--- src/rtl/acc_bank.sv ---
// Multi-channel accumulator bank: NCH WIDTH-bit accumulators share one adder/subtractor.
// Each accepted op registers its result, carry/borrow and overflow with one cycle of latency.
module acc_bank #(
    parameter int WIDTH = 8,
    parameter int NCH   = 4,
    parameter int CHW   = 2,
    parameter int SAT   = 0
) (
    input  logic             clk,
    input  logic             clear,
    input  logic             in_valid,
    input  logic [1:0]       op,
    input  logic [CHW-1:0]   ch,
    input  logic [WIDTH-1:0] accin,
    input  logic             cin,
    output logic             out_valid,
    output logic [CHW-1:0]   out_ch,
    output logic [WIDTH-1:0] account,
    output logic             cout,
    output logic             ovf,
    output logic [NCH-1:0]   sticky_ovf
);

    typedef enum logic [1:0] {
        OP_ADD  = 2'b00,
        OP_SUB  = 2'b01,
        OP_LOAD = 2'b10,
        OP_READ = 2'b11
    } op_t;

    op_t              op_sel;
    logic [WIDTH-1:0] acc [NCH];
    logic [WIDTH-1:0] cur;
    logic [WIDTH-1:0] res;
    logic [WIDTH-1:0] nxt;
    logic [WIDTH:0]   sum;
    logic [WIDTH:0]   diff;
    logic [NCH-1:0]   hit;
    logic             in_range;
    logic             c_out;
    logic             ov;
    logic             wr;

    assign op_sel = op_t'(op);

    always_comb begin
        cur = '0;
        hit = '0;
        // One-hot decode keeps out-of-range channels from ever indexing the array
        for (int unsigned i = 0; i < NCH; i++) begin
            if (ch == CHW'(i)) begin
                hit[i] = 1'b1;
                cur    = acc[i];
            end
        end
        in_range = |hit;

        sum  = {1'b0, cur} + {1'b0, accin} + {{WIDTH{1'b0}}, cin};
        diff = {1'b0, cur} - {1'b0, accin} - {{WIDTH{1'b0}}, cin};

        res   = cur;
        nxt   = cur;
        c_out = 1'b0;
        ov    = 1'b0;
        wr    = 1'b0;
        case (op_sel)
            OP_ADD: begin
                res   = sum[WIDTH-1:0];
                c_out = sum[WIDTH];
                ov    = (cur[WIDTH-1] == accin[WIDTH-1]) && (res[WIDTH-1] != cur[WIDTH-1]);
                nxt   = (SAT != 0 && c_out) ? '1 : res;
                wr    = 1'b1;
            end
            OP_SUB: begin
                res   = diff[WIDTH-1:0];
                c_out = diff[WIDTH];
                ov    = (cur[WIDTH-1] != accin[WIDTH-1]) && (res[WIDTH-1] != cur[WIDTH-1]);
                nxt   = (SAT != 0 && c_out) ? '0 : res;
                wr    = 1'b1;
            end
            OP_LOAD: begin
                nxt = accin;
                wr  = 1'b1;
            end
            default: nxt = cur;
        endcase

        if (!in_range) begin
            nxt   = '0;
            c_out = 1'b0;
            ov    = 1'b0;
            wr    = 1'b0;
        end
    end

    always_ff @(posedge clk) begin
        if (clear) begin
            for (int unsigned i = 0; i < NCH; i++) acc[i] <= '0;
            out_valid  <= 1'b0;
            out_ch     <= '0;
            account    <= '0;
            cout       <= 1'b0;
            ovf        <= 1'b0;
            sticky_ovf <= '0;
        end else if (in_valid) begin
            out_valid <= 1'b1;
            out_ch    <= ch;
            account   <= nxt;
            cout      <= c_out;
            ovf       <= ov;
            for (int unsigned i = 0; i < NCH; i++) begin
                if (hit[i]) begin
                    if (wr) acc[i] <= nxt;
                    if (op_sel == OP_LOAD) sticky_ovf[i] <= 1'b0;
                    else if (ov)          sticky_ovf[i] <= 1'b1;
                end
            end
        end else begin
            out_valid <= 1'b0;
        end
    end

endmodule

--- config.mk ---
export PLATFORM = sky130hd
export DESIGN_NAME = acc_bank
export DESIGN_NICKNAME = d
export VERILOG_FILES = /design/src/rtl/acc_bank.sv
export SDC_FILE = /design/constraint.sdc
export NUM_CORES = 1
export LEC_CHECK = 0
export ABC_AREA = 1
export CORE_ASPECT_RATIO = 1.75
export CORE_UTILIZATION = 40
export DETAILED_ROUTE_END_ITERATION = 10
export PLACE_DENSITY_LB_ADDON = 0.12
export SLEW_MARGIN = 25
export SYNTH_ARGS = -nofsm -noshare
export SYNTH_HDL_FRONTEND = slang
export SYNTH_SLANG_ARGS = --single-unit
export TNS_END_PERCENT = 30
--- constraint.sdc ---
create_clock -name clk -period 6.7 [get_ports clk]
set_clock_uncertainty 0.2 [all_clocks]
set_input_delay 1.34 -clock clk [delete_from_list [all_inputs] [get_ports clk]]
set_output_delay 1.34 -clock clk [all_outputs]
set_load 0.02 [all_outputs]
# == Yosys cells after proc, flatten, opt, wreduce, memory -nomap -nowiden ==
# Memory sizes are Yosys's and may differ from the RTL's.
# Cells that the tools add are included.
# word_totals
register_bits,17
inputBits,16
ramBits,32
n_memories,1
# memory_table
memory,words,width,read_ports,rd_clocked_by_memory_dff,write_ports,line,rtl
acc,4,8,4,0,4,32,logic [WIDTH-1:0] acc [NCH];
# classes
addsub,4
muxes,42
bitwise,4
reduce_logical,11
eq_ne,9
# ops
op,count
two-way mux 8 bit,9
two-way mux 1 bit,30
case mux 8 bit (3 select lines),1
AND reduction 3 bit,4
adder 8 x 8 -> 9 bit,1
adder 9 x 1 -> 9 bit,1
subtractor 8 x 8 -> 9 bit,1
subtractor 9 x 1 -> 9 bit,1
"== test 2 bit, second input constant",3
"== test 2 x 1 -> 1 bit, second input constant",2
logical NOT 2 bit,2
OR 1 bit,4
case mux 1 bit (2 select lines),2
OR reduction 4 bit,1
!= test 1 bit,3
OR reduction 3 bit,1
logical AND 1 bit,2
nonzero test 2 bit,1
== test 1 bit,1

# == Depth between registers and ports, before layout ==
# logic_depth
depth_word,13
mapped_depth,20

# == Worst setup path before layout ==
# OpenSTA, ideal clock, no wires.
# synth_path
path_type,input to register
startpoint,input port ch[1]
endpoint,memory acc[0][7] (data pin)
t_arrival_ps,3703
path_slack_ps,2536
setup_time_ps,261
path_buffers,0
stages,17
required_ps,6239
path_cell_list,inv_2 > nand2_1 > inv_2 > a221o_1 > o21ai_0 > o21ai_1 > ha_1 > ha_1 > inv_1 > nor4_1 > nand2_4 > nand2_1 > nand2_1 > nand3_1 > nand2_1 > o22ai_2 > nor2_1
# synth_lines
element,line,rtl
start: declaration,13,"input logic [CHW-1:0] ch,"
end: declaration,32,

==> flow_metrics.py <==
metrics = {
    "outcome": {
        "run_status": "finished clean",
    },
    "sta": {
        "slew_headroom_pct": 46.3,
        "min_period_over_period_pct": 75.9,
        "finalCriticalPeriod_ps": 5080,
        "finalHoldViolations": 0,
        "fin_tns_setup_ps": 0,
        "whs_ps": 263,
        "clock.fmax_mhz": 197,
        "fin_ws_ps": 1620,
        "setup_viol": 0,
        "worstMarginPinSlew_ps": 803,
        "drv_slew": 0,
        "rsz0062_at_grt": "no",
    },
    "logic_synthesis": {
        "netlist_area_um2": 3090,
        "syn_nets": 409,
        "avgSynthCellArea_um2": 8.36,
        "seq_area_frac_synth_pct": 42.1,
        "synth_ff_type": "edfxtp_1",
        "synth.top_cell.area_share_pct": 31.1,
        "yosysWarnings": 0,
        "post-synth-top-area-cell": "edfxtp_1",
        "ys_ff_latch": 49,
        "synth_edf_count": 32,
        "synthesis.instances": 370,
        "async_reset_ff_share_pct": 0,
        "synth_area_leaders": "edfxtp_1 31%, dfxtp_1 11%, ha_1 7.7%, nor2_1 7.2%, nand2_1 6.4%",
        "synth_cell_type_count": 40,
    },
    "critical_path": {
        "cp-start-kind": "primary input",
        "crit_fanout": 6,
        "cp-end-kind": "flip-flop",
        "r2r_end": "acc[2][7]$_SDFFCE_PN0P_",
        "crit_arrival_ps": 4920,
        "r2r_cells": 14,
        "timing.rr.start": "acc[0][4]$_SDFFCE_PN0P_",
        "cp.required_ps": 6530,
        "critical_path_class": "primary input to flip-flop",
        "r2r_setup_slack_ps": 3180,
    },
    "die": {
        "start_util_pct": 41.2,
        "design.portCount": 33,
        "num_rows": 42,
        "core_um2": 7510,
        "die_w_um": 68.5,
        "die_area_um2": 8110,
        "die_h_um": 118,
    },
    "cts": {
        "cts_root_buf": "clkbuf_16",
        "path_clk_slew_ps": 60,
        "cts_made_buffers": 5,
        "cts_tree": "done",
        "cts_max_path_buffers": 2,
        "post_cts_buffers": 0,
        "cts.htree.levels": 2,
        "ctsHoldBuffers": 0,
        "clk_latency_ps": 290,
        "ctsResizeCount": 0,
        "cts_sinks": 49,
    },
    "min_path": {
        "hold_end": "sticky_ovf[2]$_SDFFE_PP0P_",
        "hold_class": "flip-flop to flip-flop",
        "hold_start": "sticky_ovf[2]$_SDFFE_PP0P_",
        "hold_depth": 2,
    },
    "routing": {
        "first_pass_iters": 4,
        "ant_nets": 0,
        "drt-vias-per-instance": 5.17,
        "drtIter0Drc": 133,
        "post_drt_wl_per_cell_um": 16.0,
        "finalWirelength_um": 7900,
        "drc": 0,
        "wl_met2_um": 4540,
        "via_count": 2548,
        "wl_met1_um": 2900,
        "wl_met3_um": 191,
        "highest_layer": "met4",
    },
    "cells_and_area": {
        "layout_commonest_cell": "nor2_1",
        "drive_gt1_share_pct": 11.4,
        "fin_nets": 443,
        "stdcell_count": 493,
        "syn_to_final_growth_pct": 18.6,
        "insertedDiodeCount": 0,
        "final_cell_mix": "59 x nor2_1, 53 x nand2_1, 43 x inv_1, 32 x edfxtp_1, 32 x clkdlybuf4s50_1",
    },
    "power_and_ir_drop": {
        "p_leak_nw": 1.54,
        "power_density_nw_per_um2": 233,
        "ir_worst_vdd_uv": 197,
    },
    "global_route": {
        "grt_max_degree": 24,
        "antenna_found_initial": 0,
        "grt-ovfl-total": 0,
        "grt_pass1_wl_um": 12600,
        "grt_pass1_vias": 2575,
        "track_usage_pct": 21.7,
    },
    "place": {
        "dp_slack_ps": 1280,
        "gp_congestion": 0.922,
        "port_buffers": 32,
        "dp_hpwl_um": 6450,
        "dp_cells": 485,
    },
    "flow_run": {
        "max_cap_viol_count": 0,
    },
}
[power breakdown]
group          switching, mW  internal (mW)
registers            0.00734          0.340
logic                  0.152         0.0884
clock network          0.106          0.160
total                  0.265          0.589
[cells in the mapped netlist, types with 5 or more instances]
cell,number
o21ai_0,30
nand2_4,5
a21oi_2,7
ha_1,19
o21ai_1,5
dfxtp_1,17
inv_2,6
nand2_1,53
nor2_1,59
edfxtp_1,32
nand3_1,20
inv_1,43
a21oi_1,23
[registers in the layout, indices dropped and copies added (netlist names)]
| name | count |
|---|---|
| acc | 32 |
| account | 8 |
| cout | 1 |
| out_ch | 2 |
| out_valid | 1 |
| ovf | 1 |
| sticky_ovf | 4 |
[per-layer routing]
layer  up-vias  GRT usage, %
li1       1307             -
met1      1183          21.7
met2        42          40.4
met3        16          3.47
met4         0          10.2
met5         -             0
[cell type report]
type                       count  area, µm²
clock inverter                 1       3.75
sequential                    49       1300
timing repair buffer          34        335
clock buffer                   7        154
fill                         756       3840
tap                           88        110
multi-input combinational    264       1580
inverter                      50        189
[critical path, cell delays in order]
cell and delay, ps:
clkdlybuf4s50_1 600, inv_2 110, nand2_1 150, inv_2 70, a221o_1 300, o21ai_0 100
o21ai_1 160, ha_1 380, ha_1 360, inv_1 70, nor4_1 470, nand2_4 120
nand2_1 100, nand2_1 70, nand3_1 70, nand2_1 70, o22ai_2 290, nor2_1 90
[worst max-delay path by stage]
stage	startpoint	endpoint	slack, ps	cells past startpoint
floorplan	ch[1]	acc[0][7]$_SDFFCE_PN0P_	2540	17
global placement	ch[1]	acc[0][7]$_SDFFCE_PN0P_	1340	18
detailed placement	ch[1]	acc[2][7]$_SDFFCE_PN0P_	1280	18
CTS	ch[1]	acc[2][7]$_SDFFCE_PN0P_	1580	18
global route	ch[1]	acc[2][7]$_SDFFCE_PN0P_	1320	19
finish	ch[1]	acc[2][7]$_SDFFCE_PN0P_	1620	18
[per-stage QoR]
stage	area (µm²)	total power [mW]	utilization, %
6_report	3670	0.854	48.8
5_1_grt	3670	0.898	48.8
2_1_floorplan	3090	0.521	-
3_5_place_dp	3510	0.595	46.7
4_1_cts	3670	0.861	48.8
3_3_place_gp	3510	0.594	46.7
[cell families after synthesis]
| logic type | count (synthesis) | synth area share [%] |
|---|---|---|
| AO/OA/AOI/OAI | 84 | 17.4 |
| XOR/XNOR | 1 | 0.283 |
| adder cells (fa/ha/maj) | 23 | 10.3 |
| buffers and inverters | 57 | 6.99 |
| flip-flops | 49 | 42.1 |
| AND/OR/NAND/NOR | 156 | 23.0 |
Power figures use the tool's default switching activity.
==> RTL edit 1: new RTL, same settings <==
`SAT`: 0 -> 1.
--- a/src/rtl/acc_bank.sv
+++ b/src/rtl/acc_bank.sv
@@ -4,7 +4,7 @@
     parameter int WIDTH = 8,
     parameter int NCH   = 4,
     parameter int CHW   = 2,
-    parameter int SAT   = 0
+    parameter int SAT   = 1
 ) (
     input  logic             clk,
     input  logic             clear,
Check against the original RTL: not equivalent (Yosys sat finds a counterexample within 4 cycles, from zero or initial values).
==> RTL edit 1 against the original RTL <==
Sequential cell count unchanged; largest power group unchanged; wire length up 11%; highest routed layer unchanged; design area up 3.2%; area after synthesis rose by 4.7%; critical path depth up 1; sequential share of layout area is 1.1 points lower; setup slack worse by 0.26 ns; total power is 6.1% higher.
==> RTL edit 1: results (changes against the original RTL) <==
[global_routing]
grt_util_met2 = 0.419  ; +0.0151
grt_use_met1 = 0.215  ; -0.00251
gr-usage-met3 = 0.0174  ; -0.0173
grt.total_usage = 0.221  ; +0.00429
grt_pass1_vias = 2794  ; +8.5%
grt_pass1_wl_um = 14000  ; +11%

[final_layout]
layout.nets = 463  ; +4.5%
drive_gt1_frac = 0.113  ; -0.000639

[power]
power_uw = 906  ; +6.1%
power_frac_clock = 0.314  ; +0.003
p_switching_uw = 293  ; +10%
power_combinational_uw = 274  ; +14%
vdd_ir_drop_max_mv = 0.165  ; -16%
power_leakage_nw = 1.61  ; +4.7%

[worst_setup_path]
cp_max_fo = 8  ; +2
crit_family = simple AND/OR/NAND/NOR gates
slowest_delay_ns = 0.74  ; +0.14 ns

[routing]
drt_iter0_drc = 111  ; -17%
vias = 2722  ; +6.8%
drt_first_pass_iters = 5  ; +1
wirelength_um = 8780  ; +11%

[timing]
maxSlewHeadroom = 0.454  ; -0.00905

[yosys]
synth_edf_count = 32  ; unchanged
yosys_warnings = 0  ; unchanged
synthTopCellsByCount = nand2_1 (65), inv_1 (56), nor2_1 (54)
syn-num-nets = 432  ; +5.6%
synth_cell_types = 45  ; +13%
yosys-top-cells-area = edfxtp_1 (30%), dfxtp_1 (11%), nand2_1 (7.5%), ha_1 (7.3%), inv_1 (6.5%)
synthFlopType = edfxtp_1
yosysSeqAreaShare = 0.402  ; -0.0190

[placement]
gp_congestion = 0.956  ; +3.7%
hpwl_um = 7130  ; +11%

[outcome]
status = complete, no violations

-- RTL edit 1: cell types whose count changed after synthesis, sizes merged, moves of 3 or more --
cell and delta:
nand3 -6, nor3 +4, xor2 +3, nand2 +13, inv +11, o22ai -4, nor2 -4, nand4 +4
-- RTL edit 1: cells by family (layout without fill, tap and decap cells) --
family                   Yosys count  after routing  share of synthesized area
flip-flops                        49             49                      0.402
buffers and inverters             68            100                     0.0869
AO/OA/AOI/OAI                     80             80                      0.156
adder cells (fa/ha/maj)           23             23                     0.0981
XOR/XNOR                           6              6                     0.0185
AND/OR/NAND/NOR                  167            167                      0.239
-- RTL edit 1: cell type report --
cell class	instances	area, um2
Inverter	60	228
Timing Repair Buffer	32	320
Sequential cell	49	1300
Clock buffer	5	125
Clock inverter	3	41.3
Tap cell	90	113
Multi-Input combinational cell	276	1660
Fill cell	807	4120
-- RTL edit 1: metrics by stage --
step                 util  worst slack (ns)  std cells  cell area [um2]
finish              0.479              1.36        515             3790
global route        0.479             0.990        515             3790
CTS                 0.479              1.34        515             3790
detailed placement  0.458              1.04        507             3620
global placement    0.458              1.10        507             3620
floorplan               -              2.31        393             3240
-- RTL edit 1: routing by layer --
layer,vias up,routed length [um],share of wire
met3,30,223,0.025
met1,1265,3090,0.35
met2,71,4870,0.56
met4,0,598,0.068
met5,-,0,0
li1,1356,-,-
-- RTL edit 1: worst paths after layout --
check | startpoint | endpoint | slack (ns) | depth (start not counted)
min | sticky_ovf[1] | sticky_ovf[1] | 0.26 | 2
max reg2reg | acc[1][7] | acc[0][3] | 3.08 | 16
min reg2reg | sticky_ovf[1] | sticky_ovf[1] | 0.26 | 2
max | ch[1] | acc[2][6] | 1.36 | 19
==> RTL edit 2: new RTL, config.mk and constraints unchanged <==
Without the edit above. Add an input register stage for `clear`, `in_valid`, `op`, `ch`, `accin` and `cin`; this delays them by one clock. Comments in the files are not updated.
--- a/src/rtl/acc_bank.sv
+++ b/src/rtl/acc_bank.sv
@@ -28,6 +28,22 @@
         OP_READ = 2'b11
     } op_t;
 
+    logic clear_q;
+    logic in_valid_q;
+    logic [1:0] op_q;
+    logic [CHW-1:0] ch_q;
+    logic [WIDTH-1:0] accin_q;
+    logic cin_q;
+
+    always_ff @(posedge clk) begin
+        clear_q    <= clear;
+        in_valid_q <= in_valid;
+        op_q       <= op;
+        ch_q       <= ch;
+        accin_q    <= accin;
+        cin_q      <= cin;
+    end
+
     op_t              op_sel;
     logic [WIDTH-1:0] acc [NCH];
     logic [WIDTH-1:0] cur;
@@ -41,22 +57,22 @@
     logic             ov;
     logic             wr;
 
-    assign op_sel = op_t'(op);
+    assign op_sel = op_t'(op_q);
 
     always_comb begin
         cur = '0;
         hit = '0;
         // One-hot decode keeps out-of-range channels from ever indexing the array
         for (int unsigned i = 0; i < NCH; i++) begin
-            if (ch == CHW'(i)) begin
+            if (ch_q == CHW'(i)) begin
                 hit[i] = 1'b1;
                 cur    = acc[i];
             end
         end
         in_range = |hit;
 
-        sum  = {1'b0, cur} + {1'b0, accin} + {{WIDTH{1'b0}}, cin};
-        diff = {1'b0, cur} - {1'b0, accin} - {{WIDTH{1'b0}}, cin};
+        sum  = {1'b0, cur} + {1'b0, accin_q} + {{WIDTH{1'b0}}, cin_q};
+        diff = {1'b0, cur} - {1'b0, accin_q} - {{WIDTH{1'b0}}, cin_q};
 
         res   = cur;
         nxt   = cur;
@@ -67,19 +83,19 @@
             OP_ADD: begin
                 res   = sum[WIDTH-1:0];
                 c_out = sum[WIDTH];
-                ov    = (cur[WIDTH-1] == accin[WIDTH-1]) && (res[WIDTH-1] != cur[WIDTH-1]);
+                ov    = (cur[WIDTH-1] == accin_q[WIDTH-1]) && (res[WIDTH-1] != cur[WIDTH-1]);
                 nxt   = (SAT != 0 && c_out) ? '1 : res;
                 wr    = 1'b1;
             end
             OP_SUB: begin
                 res   = diff[WIDTH-1:0];
                 c_out = diff[WIDTH];
-                ov    = (cur[WIDTH-1] != accin[WIDTH-1]) && (res[WIDTH-1] != cur[WIDTH-1]);
+                ov    = (cur[WIDTH-1] != accin_q[WIDTH-1]) && (res[WIDTH-1] != cur[WIDTH-1]);
                 nxt   = (SAT != 0 && c_out) ? '0 : res;
                 wr    = 1'b1;
             end
             OP_LOAD: begin
-                nxt = accin;
+                nxt = accin_q;
                 wr  = 1'b1;
             end
             default: nxt = cur;
@@ -94,7 +110,7 @@
     end
 
     always_ff @(posedge clk) begin
-        if (clear) begin
+        if (clear_q) begin
             for (int unsigned i = 0; i < NCH; i++) acc[i] <= '0;
             out_valid  <= 1'b0;
             out_ch     <= '0;
@@ -102,9 +118,9 @@
             cout       <= 1'b0;
             ovf        <= 1'b0;
             sticky_ovf <= '0;
-        end else if (in_valid) begin
+        end else if (in_valid_q) begin
             out_valid <= 1'b1;
-            out_ch    <= ch;
+            out_ch    <= ch_q;
             account   <= nxt;
             cout      <= c_out;
             ovf       <= ov;
Check against the original RTL: not equivalent (a bounded check fails within 4 cycles, from zero or initial values).
==> RTL edit 2 against the original RTL <==
Worst hold slack worse by 0.0045 ns; area after synthesis up 10%; design area up 14%; wire length up 4.4%; total power up 40%; critical endpoint is now cout; critical path type is now flip-flop to flip-flop; largest power group is now clock; setup slack better by 1.2 ns; sequential cell count up 15; highest routed layer unchanged.
==> RTL edit 2: results (changes against the original RTL) <==
[outcome]
status = complete, no violations

[yosys]
synth_edf_count = 32  ; unchanged
synth_cells = 389  ; +5.1%
yosysSeqAreaShare = 0.470  ; +0.0499
synth_compound_gate_area_share = 0.163  ; -0.0107
synth-seq-cells = 64  ; +31%
synth_cell_types = 38  ; -5.0%
synth_top_area_share = 0.282  ; -0.0283
syn-num-nets = 428  ; +4.6%
synthTopCellsByCount = inv_1 (63), nor2_1 (51), nand2_1 (47)

[global_routing]
grt_pass1_wl_um = 13400  ; +6.1%
grt.total_usage = 0.206  ; -0.0107
gr-usage-met3 = 0.0429  ; +0.00813
grt_use_met1 = 0.200  ; -0.0169
grt_util_met2 = 0.393  ; -0.0111

[final_layout]
layout.nets = 468  ; +5.6%
clock_area_frac = 0.0798  ; +0.0368
multiInputGateArea_mm2 = 0.00152  ; -3.6%
multi_input_gates = 252  ; -4.5%
multi_input_area_share = 0.364  ; -0.0652
buffers = 35  ; +2.9%
seq_share = 0.384  ; +0.0293
clock_buffers = 12  ; +5
inverters = 67  ; +34%
fillers = 806  ; +6.6%
nonClkBufAreaFrac = 0.0822  ; -0.00919

[worst_setup_path]
cp_max_fo = 8  ; +2
slowest_delay_ns = 0.54  ; -0.06 ns
slowest_stage = dfxtp_1
crit_family = compound AO/OA/AOI/OAI gates
cp.arrival_ns = 3.97  ; -0.95 ns

[power]
power_leakage_nw = 1.81  ; +17%
vdd_ir_drop_max_mv = 0.185  ; -6.3%
p_seq_uw = 450  ; +29%
p_int_uw = 867  ; +47%
p_per_area_mw_per_mm2 = 286  ; +23%

[routing]
drt_iter0_drc = 154  ; +16%
m1WireLength_um = 3100  ; +7.1%
wl_met3_um = 277  ; +45%
wl_met2_um = 4570  ; +0.84%
vias = 2716  ; +6.6%

[placement]
gp_congestion = 0.886  ; -3.9%
postPlaceCellArea_mm2 = 0.00384  ; +9.3%
hpwl_um = 6550  ; +1.6%

[timing]
maxSlewHeadroom = 0.448  ; -0.0150

[cts]
h-tree-depth = 3  ; +1
numCtsBuffers = 9  ; +4
clock_latency_ns = 0.33  ; +0.04 ns

[floorplan]
row_count = 44  ; +4.8%

[RTL edit 2: cell types whose count changed after synthesis, sizes merged, moves of 2 or more]
| cell | unedited run | this run |
|---|---|---|
| dfxtp | 17 | 32 |
| o31ai | 0 | 4 |
| or2 | 4 | 1 |
| inv | 49 | 66 |
| o21bai | 2 | 0 |
| buf | 3 | 1 |
| nand3 | 24 | 19 |
| nor3 | 3 | 5 |
| nor2 | 61 | 53 |
| nand2 | 62 | 59 |
| o211ai | 2 | 4 |
[RTL edit 2: worst paths after layout]
check | end | startpoint | cells past startpoint | slack [ns]
max | cout | ch_q[0] | 21 | 2.78
max reg2reg | cout | ch_q[0] | 21 | 2.78
min | sticky_ovf[3] | sticky_ovf[3] | 2 | 0.26
min reg2reg | sticky_ovf[3] | sticky_ovf[3] | 2 | 0.26
[RTL edit 2: cells by family after synthesis]
kind of cell,after synthesis
buf+inv,73
flops,64
compound gates,90
fa+ha+maj,23
simple gates,139
